[src/rtl/upscaler_pkg.sv]
// rtl/upscaler_pkg.sv - shared widths, bicubic coefficient table and FSM encoding for the upscaler
//
// Purpose: constants shared by the horizontal bicubic interpolator and its
//   coefficient ROM.
// Contents: pixel/coefficient/accumulator widths, the Q7 bicubic weight
//   table (a = -0.5, each row sums to 128), and the MAC sequencer states.
package upscaler_pkg;

  localparam int PIX_W   = 8;
  localparam int COEF_W  = 9;
  localparam int ACC_W   = 20;
  localparam int PHASES  = 4;
  localparam int TAPS    = 4;
  localparam int PHASE_W = 2;
  localparam int TAP_W   = 2;
  // Zero-extended pixel times signed coefficient always fits this width.
  localparam int PROD_W  = PIX_W + COEF_W;

  typedef logic signed [COEF_W-1:0] coef_t;

  typedef enum logic [1:0] {
    IDLE = 2'd0,
    MAC  = 2'd1,
    DONE = 2'd2
  } mac_state_t;

  // Row = phase, column = tap (pixels x-1, x, x+1, x+2).
  localparam coef_t BICUBIC_COEF [PHASES][TAPS] = '{
    '{coef_t'(0),  coef_t'(128), coef_t'(0),   coef_t'(0)},
    '{coef_t'(-9), coef_t'(111), coef_t'(29),  coef_t'(-3)},
    '{coef_t'(-8), coef_t'(72),  coef_t'(72),  coef_t'(-8)},
    '{coef_t'(-3), coef_t'(29),  coef_t'(111), coef_t'(-9)}
  };

endpackage

[src/rtl/bicubic_coeff_rom.sv]
// rtl/bicubic_coeff_rom.sv - combinational phase/tap to Q7 bicubic coefficient lookup
//
// Purpose: selects one signed Q7 weight from the bicubic table.
// Ports:
//   phase  in   PHASE_W  sub-pixel phase; values >= PHASES fall back to phase 0
//   tap    in   TAP_W    tap index 0..3
//   coef   out  COEF_W   signed Q7 coefficient
module bicubic_coeff_rom
  import upscaler_pkg::*;
(
  input  logic [PHASE_W-1:0] phase,
  input  logic [TAP_W-1:0]   tap,
  output coef_t              coef
);

  always_comb begin
    coef = BICUBIC_COEF[0][tap];
    if (int'(phase) < PHASES) begin
      coef = BICUBIC_COEF[phase][tap];
    end
  end

endmodule

[src/rtl/bicubic_tap_mac.sv]
// rtl/bicubic_tap_mac.sv - 4-tap horizontal bicubic MAC with one shared multiplier
//
// Purpose: weighted sum of four neighbouring pixels in Q7, one tap per cycle,
//   feeding the pixel clipper.
// Ports:
//   clk, rst               clock; asynchronous active-high reset
//   in_valid / in_ready    upstream handshake for one pixel group + phase
//   in_p0..in_p3           unsigned pixels x-1, x, x+1, x+2
//   in_phase               sub-pixel phase
//   out_valid / out_ready  downstream handshake
//   out_sum                signed Q7 weighted sum
module bicubic_tap_mac
  import upscaler_pkg::*;
(
  input  logic                     clk,
  input  logic                     rst,
  input  logic                     in_valid,
  output logic                     in_ready,
  input  logic [PIX_W-1:0]         in_p0,
  input  logic [PIX_W-1:0]         in_p1,
  input  logic [PIX_W-1:0]         in_p2,
  input  logic [PIX_W-1:0]         in_p3,
  input  logic [PHASE_W-1:0]       in_phase,
  output logic                     out_valid,
  input  logic                     out_ready,
  output logic signed [ACC_W-1:0]  out_sum
);

  mac_state_t state, state_nxt;

  logic [PIX_W-1:0]         pix_q [TAPS];
  logic [PHASE_W-1:0]       phase_q;
  logic [TAP_W-1:0]         tap;
  logic signed [ACC_W-1:0]  acc;

  logic                     accept;
  logic                     last_tap;
  coef_t                    coef;
  logic signed [PROD_W-1:0] pix_ext;
  logic signed [PROD_W-1:0] coef_ext;
  logic signed [PROD_W-1:0] prod;
  logic signed [ACC_W-1:0]  acc_sum;

  assign accept   = in_valid & in_ready;
  assign last_tap = (tap == TAP_W'(TAPS - 1));

  bicubic_coeff_rom u_coeff_rom (
    .phase (phase_q),
    .tap   (tap),
    .coef  (coef)
  );

  // Pixels are unsigned: a zero MSB keeps them positive in the signed multiply.
  // Both operands and the product are sign-extended, never truncated.
  always_comb begin
    pix_ext  = PROD_W'($signed({1'b0, pix_q[tap]}));
    coef_ext = PROD_W'(coef);
    prod     = pix_ext * coef_ext;
    acc_sum  = acc + ACC_W'(prod);
  end

  // State register
  always_ff @(posedge clk or posedge rst) begin
    if (rst) begin
      state <= IDLE;
    end else begin
      state <= state_nxt;
    end
  end

  // Next-state logic; a DONE handoff with a waiting group goes straight to MAC
  always_comb begin
    state_nxt = state;
    case (state)
      IDLE: if (accept) state_nxt = MAC;
      MAC:  if (last_tap) state_nxt = DONE;
      DONE: begin
        if (accept) begin
          state_nxt = MAC;
        end else if (out_ready) begin
          state_nxt = IDLE;
        end
      end
      default: state_nxt = IDLE;
    endcase
  end

  // Outputs
  always_comb begin
    in_ready  = (state == IDLE) | ((state == DONE) & out_ready);
    out_valid = (state == DONE);
  end

  // Datapath: capture on accept, accumulate one tap per MAC cycle,
  // publish the final sum only on the transition into DONE.
  always_ff @(posedge clk or posedge rst) begin
    if (rst) begin
      for (int i = 0; i < TAPS; i++) pix_q[i] <= '0;
      phase_q <= '0;
      tap     <= '0;
      acc     <= '0;
      out_sum <= '0;
    end else if (accept) begin
      pix_q[0] <= in_p0;
      pix_q[1] <= in_p1;
      pix_q[2] <= in_p2;
      pix_q[3] <= in_p3;
      phase_q  <= in_phase;
      tap      <= '0;
      acc      <= '0;
    end else if (state == MAC) begin
      acc <= acc_sum;
      tap <= tap + TAP_W'(1);
      if (last_tap) begin
        out_sum <= acc_sum;
      end
    end
  end

endmodule

[config.mk]
export PLATFORM = sky130hd
export DESIGN_NAME = bicubic_tap_mac
export DESIGN_NICKNAME = d
export VERILOG_FILES = /design/src/rtl/upscaler_pkg.sv /design/src/rtl/bicubic_coeff_rom.sv /design/src/rtl/bicubic_tap_mac.sv
export SDC_FILE = /design/constraint.sdc
export NUM_CORES = 1
export LEC_CHECK = 0
export BUFFER_PORTS_ARGS = -buffer_cell sky130_fd_sc_hd__buf_2
export CORE_AREA = 2 2 115 139
export DETAILED_ROUTE_END_ITERATION = 8
export DIE_AREA = 0 0 117 141
export REMOVE_ABC_BUFFERS = 1
export SLEW_MARGIN = 20
export SYNTH_ARGS = -nofsm -noshare
export SYNTH_HDL_FRONTEND = slang
export SYNTH_HIERARCHICAL = 1
export SYNTH_SLANG_ARGS = --single-unit
[constraint.sdc]
create_clock -name clk -period 7.75 [get_ports clk]
set_input_delay 1.9375 -clock clk [delete_from_list [all_inputs] [get_ports clk]]
set_output_delay 1.9375 -clock clk [all_outputs]
set_load 0.005 [all_outputs]
==> results by stage <==
Status:
- The flow ran to the end, and the final reports show no timing, DRC or antenna violations.

Clock network:
- The H-tree depth reported by CTS is 3.
- In this run the clock root is driven by a clkbuf_16.
- The clock latency on the worst-skew pair is about 0.35 ns.
- After clock tree synthesis, the clock-pin slew on the worst setup and hold paths is 0.06 ns.
- TritonCTS built the clock tree.
- The CTS sink count is 78.
- The buffer depth of the longest clock path is 2.
- Counting the buffers created by CTS gives 9.
- The buffer count from post-CTS setup fixing is 0.

Global routing:
- The number of antenna violations at the first check in global routing was 0.
- The overall global routing resource usage is between 10% and 20%.
- For this run the aggregate overflow at the end of global routing stands at 0.
- The global-route wire length before repair is 25.39 mm.
- The via count of the first global-routing pass is 5426.
- Entering global routing, the biggest net connects between 70 and 80 pins.

Worst setup path:
- The delay of the slowest critical-path stage is about 0.55 ns.
- The depth of the most critical reg-to-reg path is 31.
- The data required time at the worst endpoint is 8.04 ns.
- The arrival time at the worst endpoint is 7.53 ns.
- The worst register-to-register path begins at phase_q[1]$_DFFE_PP0P_.
- The maximum fanout along the worst path is 8.
- The setup slack on the worst flop-to-flop path is 0.51 ns.
- The largest individual stage delay along the critical path comes from the cell fa_1.
- The worst setup path is captured at a flip-flop.
- The reg-to-reg critical path endpoint is acc[19]$_DFFE_PP0P_.
- The critical path launch point type is a flip-flop.
- The setup path with the least slack is of type flip-flop to flip-flop.

Floorplanning:
- The region available for standard cell placement spans 15330 sq um.
- After floorplanning, the core was divided into 50 placement rows.
- The die width is 117 microns.
- In this run the count of I/O pins placed on the die edge is 60.
- Measured along the y axis, the die boundary spans 141 microns.
- The floorplan die area is 16500 sq um.
- The initial utilization of the core area, before any placement, comes to 44.38%.

STA:
- The final max-slew violation count came to 0.
- The actual slew at the worst max-slew pin is 0.8728 ns.
- The relative max-transition margin is 41.69%.
- The routed design could run at a clock period as short as 7.242 ns.
- Of the available clock period, the critical path in the final layout requires 93.44%.
- The final setup violation count is 0.
- The maximum clock skew at final layout is 0.008147 ns.
- Across all setup checks in the final design, the least slack found is 0.5082 ns.
- The maximum operating frequency is 138.1 MHz.
- Final hold analysis gives a worst-case slack of 0.4710 ns.
- The final hold violation count is 0.

Synthesis:
- Synthesis inferred ~80 register bits.
- Sequential cells were found to cover about 29% of the synthesized design area.
- The number of enable flip-flop cells after synthesis is 0.
- The total of warnings raised by yosys is 6.
- The cell count after synthesis is around 750.
- The post-synthesis async set-or-reset flop share is 100.0%.
- After synthesis, the mean cell area works out to ~9.0 sq um.
- For this run, the leading register cell type out of synthesis is dfrtp_1.
- After synthesis the cells add up to 6803 sq um.
- The distinct cell type count after synthesis is 62.

Placement:
- The global placer's final weighted congestion is 0.8295.
- The placed instances occupy a cell area of 7330 sq um.
- The wire-length estimate of the detail-placed layout is 11.55 mm.
- After detailed placement, the design holds a cell count of 1006.
- The count of buffers inserted at the top-level ports is 59.
- At the placement stage, the worst setup path has a slack of 0.3957 ns.

Routing:
- The final route contains approximately 5300 vias.
- The number of detailed-route iterations in the first pass is 4.
- The DRC violations left is 0.
- The final wirelength is 14.90 mm.
- After detailed routing, the number of vias per cell comes to 5.200.
- The number of violations reported at the end of detailed-routing iteration 0 is 232.
- In this run the remaining antenna-violating nets after routing total 0.
- The routed length per instance is ~15 microns.

Min path:
- In this run the most critical hold path is launched from out_sum[15]$_DFFE_PP0P_.
- The worst hold path terminates at out_sum[15]$_DFFE_PP0P_.
- The cell depth of the worst hold path is 2.
- The min-delay analysis places its worst path in the category flip-flop to flip-flop.

Layout:
- The fraction of final layout cells with drive strength greater than 1 is 13.65%.
- For this run, the post-layout net count is 965.
- The area growth from synthesis to final layout is 12.29%.
- Summing all non-filler instances in the final layout gives an area of about 7600 sq um.
- Summing all flip-flop and latch instances after layout gives 1953 sq um.
- The count of inserted antenna diode cells is 0.
- The layout has 1427 filler cells.
- The non-filler instance count after layout is a little over 1000.
- Summing all multi-input logic gate instances after layout gives 4502 sq um.

Run:
- Max-cap violations in this run came to 0.
==> registers in the layout, indices dropped and copies added, names as in the netlist <==
name and count:
acc 20, out_sum 20, phase_q 2, pix_q 32, state 2, tap 2
==> placed cells by master (no fill, tap or decap), types with 3 or more instances in the layout <==
master	instances
a211oi_1	5
a21o_1	9
a21oi_1	22
a31oi_1	5
and2_1	42
buf_2	59
buf_4	11
clkbuf_16	9
clkinv_2	3
dfrtp_1	77
fa_1	44
ha_1	74
inv_1	62
mux4_2	8
nand2_1	165
nand2b_1	9
nand3_1	28
nand4_1	4
nor2_1	15
nor2b_1	14
nor3_1	11
nor4_1	3
o21ai_0	37
o21ai_1	12
o21bai_1	3
or3_1	3
or4b_1	4
xnor2_1	16
xor2_1	9
==> final cells by class <==
cell class,instances,share of cell area [%]
Inverter,65,3.210
Clock inverter,6,0.8354
Timing Repair Buffer,71,5.094
Sequential cell,78,25.57
Tap cell,208,3.407
Clock buffer,9,2.948
Multi-Input combinational cell,584,58.94
==> worst max path at each step <==
stage	start	endpoint	slack (ns)	depth (start not counted)
after detailed placement	phase_q[1]$_DFFE_PP0P_	acc[18]$_DFFE_PP0P_	0.40	28
final	phase_q[1]$_DFFE_PP0P_	acc[19]$_DFFE_PP0P_	0.51	31
after CTS	phase_q[1]$_DFFE_PP0P_	acc[18]$_DFFE_PP0P_	0.39	28
after floorplan	phase_q[0]$_DFFE_PP0P_	acc[19]$_DFFE_PP0P_	0.62	29
after global placement	phase_q[1]$_DFFE_PP0P_	acc[19]$_DFFE_PP0P_	0.53	29
after global routing	phase_q[1]$_DFFE_PP0P_	acc[19]$_DFFE_PP0P_	-0.02	30
==> worst max-delay path: cells and delay by family (launching register included) <==
family                     cells  cell delay, ns
and+or+nand+nor                7            1.06
AOI/OAI and AO/OA             11            1.98
DFF                            1            0.46
buffers and inverters          3            0.25
muxes                          1            0.22
adders and majority gates      8            3.00
xor gates and xnor gates       1            0.21
==> routing by layer <==
layer,up-vias,global-route usage (%),routed length (microns)
li1,2635,-,-
met1,2588,25.85,6699
met2,65,31.88,7558
met3,21,2.666,300
met4,0,7.059,340
met5,-,0,0
==> cell usage after synthesis (5+ instances only) <==
library cell	number	area, sq um
nand3_1	28	140.1
nand2b_1	9	56.30
mux4_2	8	180.2
o21ai_1	12	60.06
inv_1	63	236.5
xor2_1	9	78.83
ha_1	74	925.9
a21o_1	9	67.56
a211oi_1	5	37.54
o21ai_0	38	190.2
nand2_1	165	619.3
nor2b_1	14	87.58
fa_1	44	880.8
and2_1	42	262.8
nor3_1	11	55.05
xnor2_1	16	140.1
dfrtp_1	78	1952
nor2_1	15	56.30
a31oi_1	5	31.28
clkbuf_1	20	75.07
a21oi_1	23	115.1
==> repair_timing <==
item,in CTS,in global routing
setup endpoints to repair,0,6
gates resized for setup,0,5
hold endpoints to repair,0,0
hold buffers,0,0
==> through the flow <==
stage | TNS [ns] | utilization, %
finish | 0 | 49.84
global route | -0.01615 | 49.84
CTS | 0 | 49.71
detailed placement | 0 | 47.82
global placement | 0 | 47.82
floorplan | 0 | -
==> kinds of logic after synthesis <==
logic type,count (synthesis),share of synthesized area (%)
DFF,78,28.69
and+or+nand+nor,311,21.87
buffers and inverters,92,5.352
muxes,13,3.494
xor gates and xnor gates,26,3.458
adders and majority gates,118,26.56
AOI/OAI and AO/OA,116,10.58
Power is left out: the tool's default activity adds up to more than one toggle a clock period on the data nets, which glitch-free logic cannot reach.
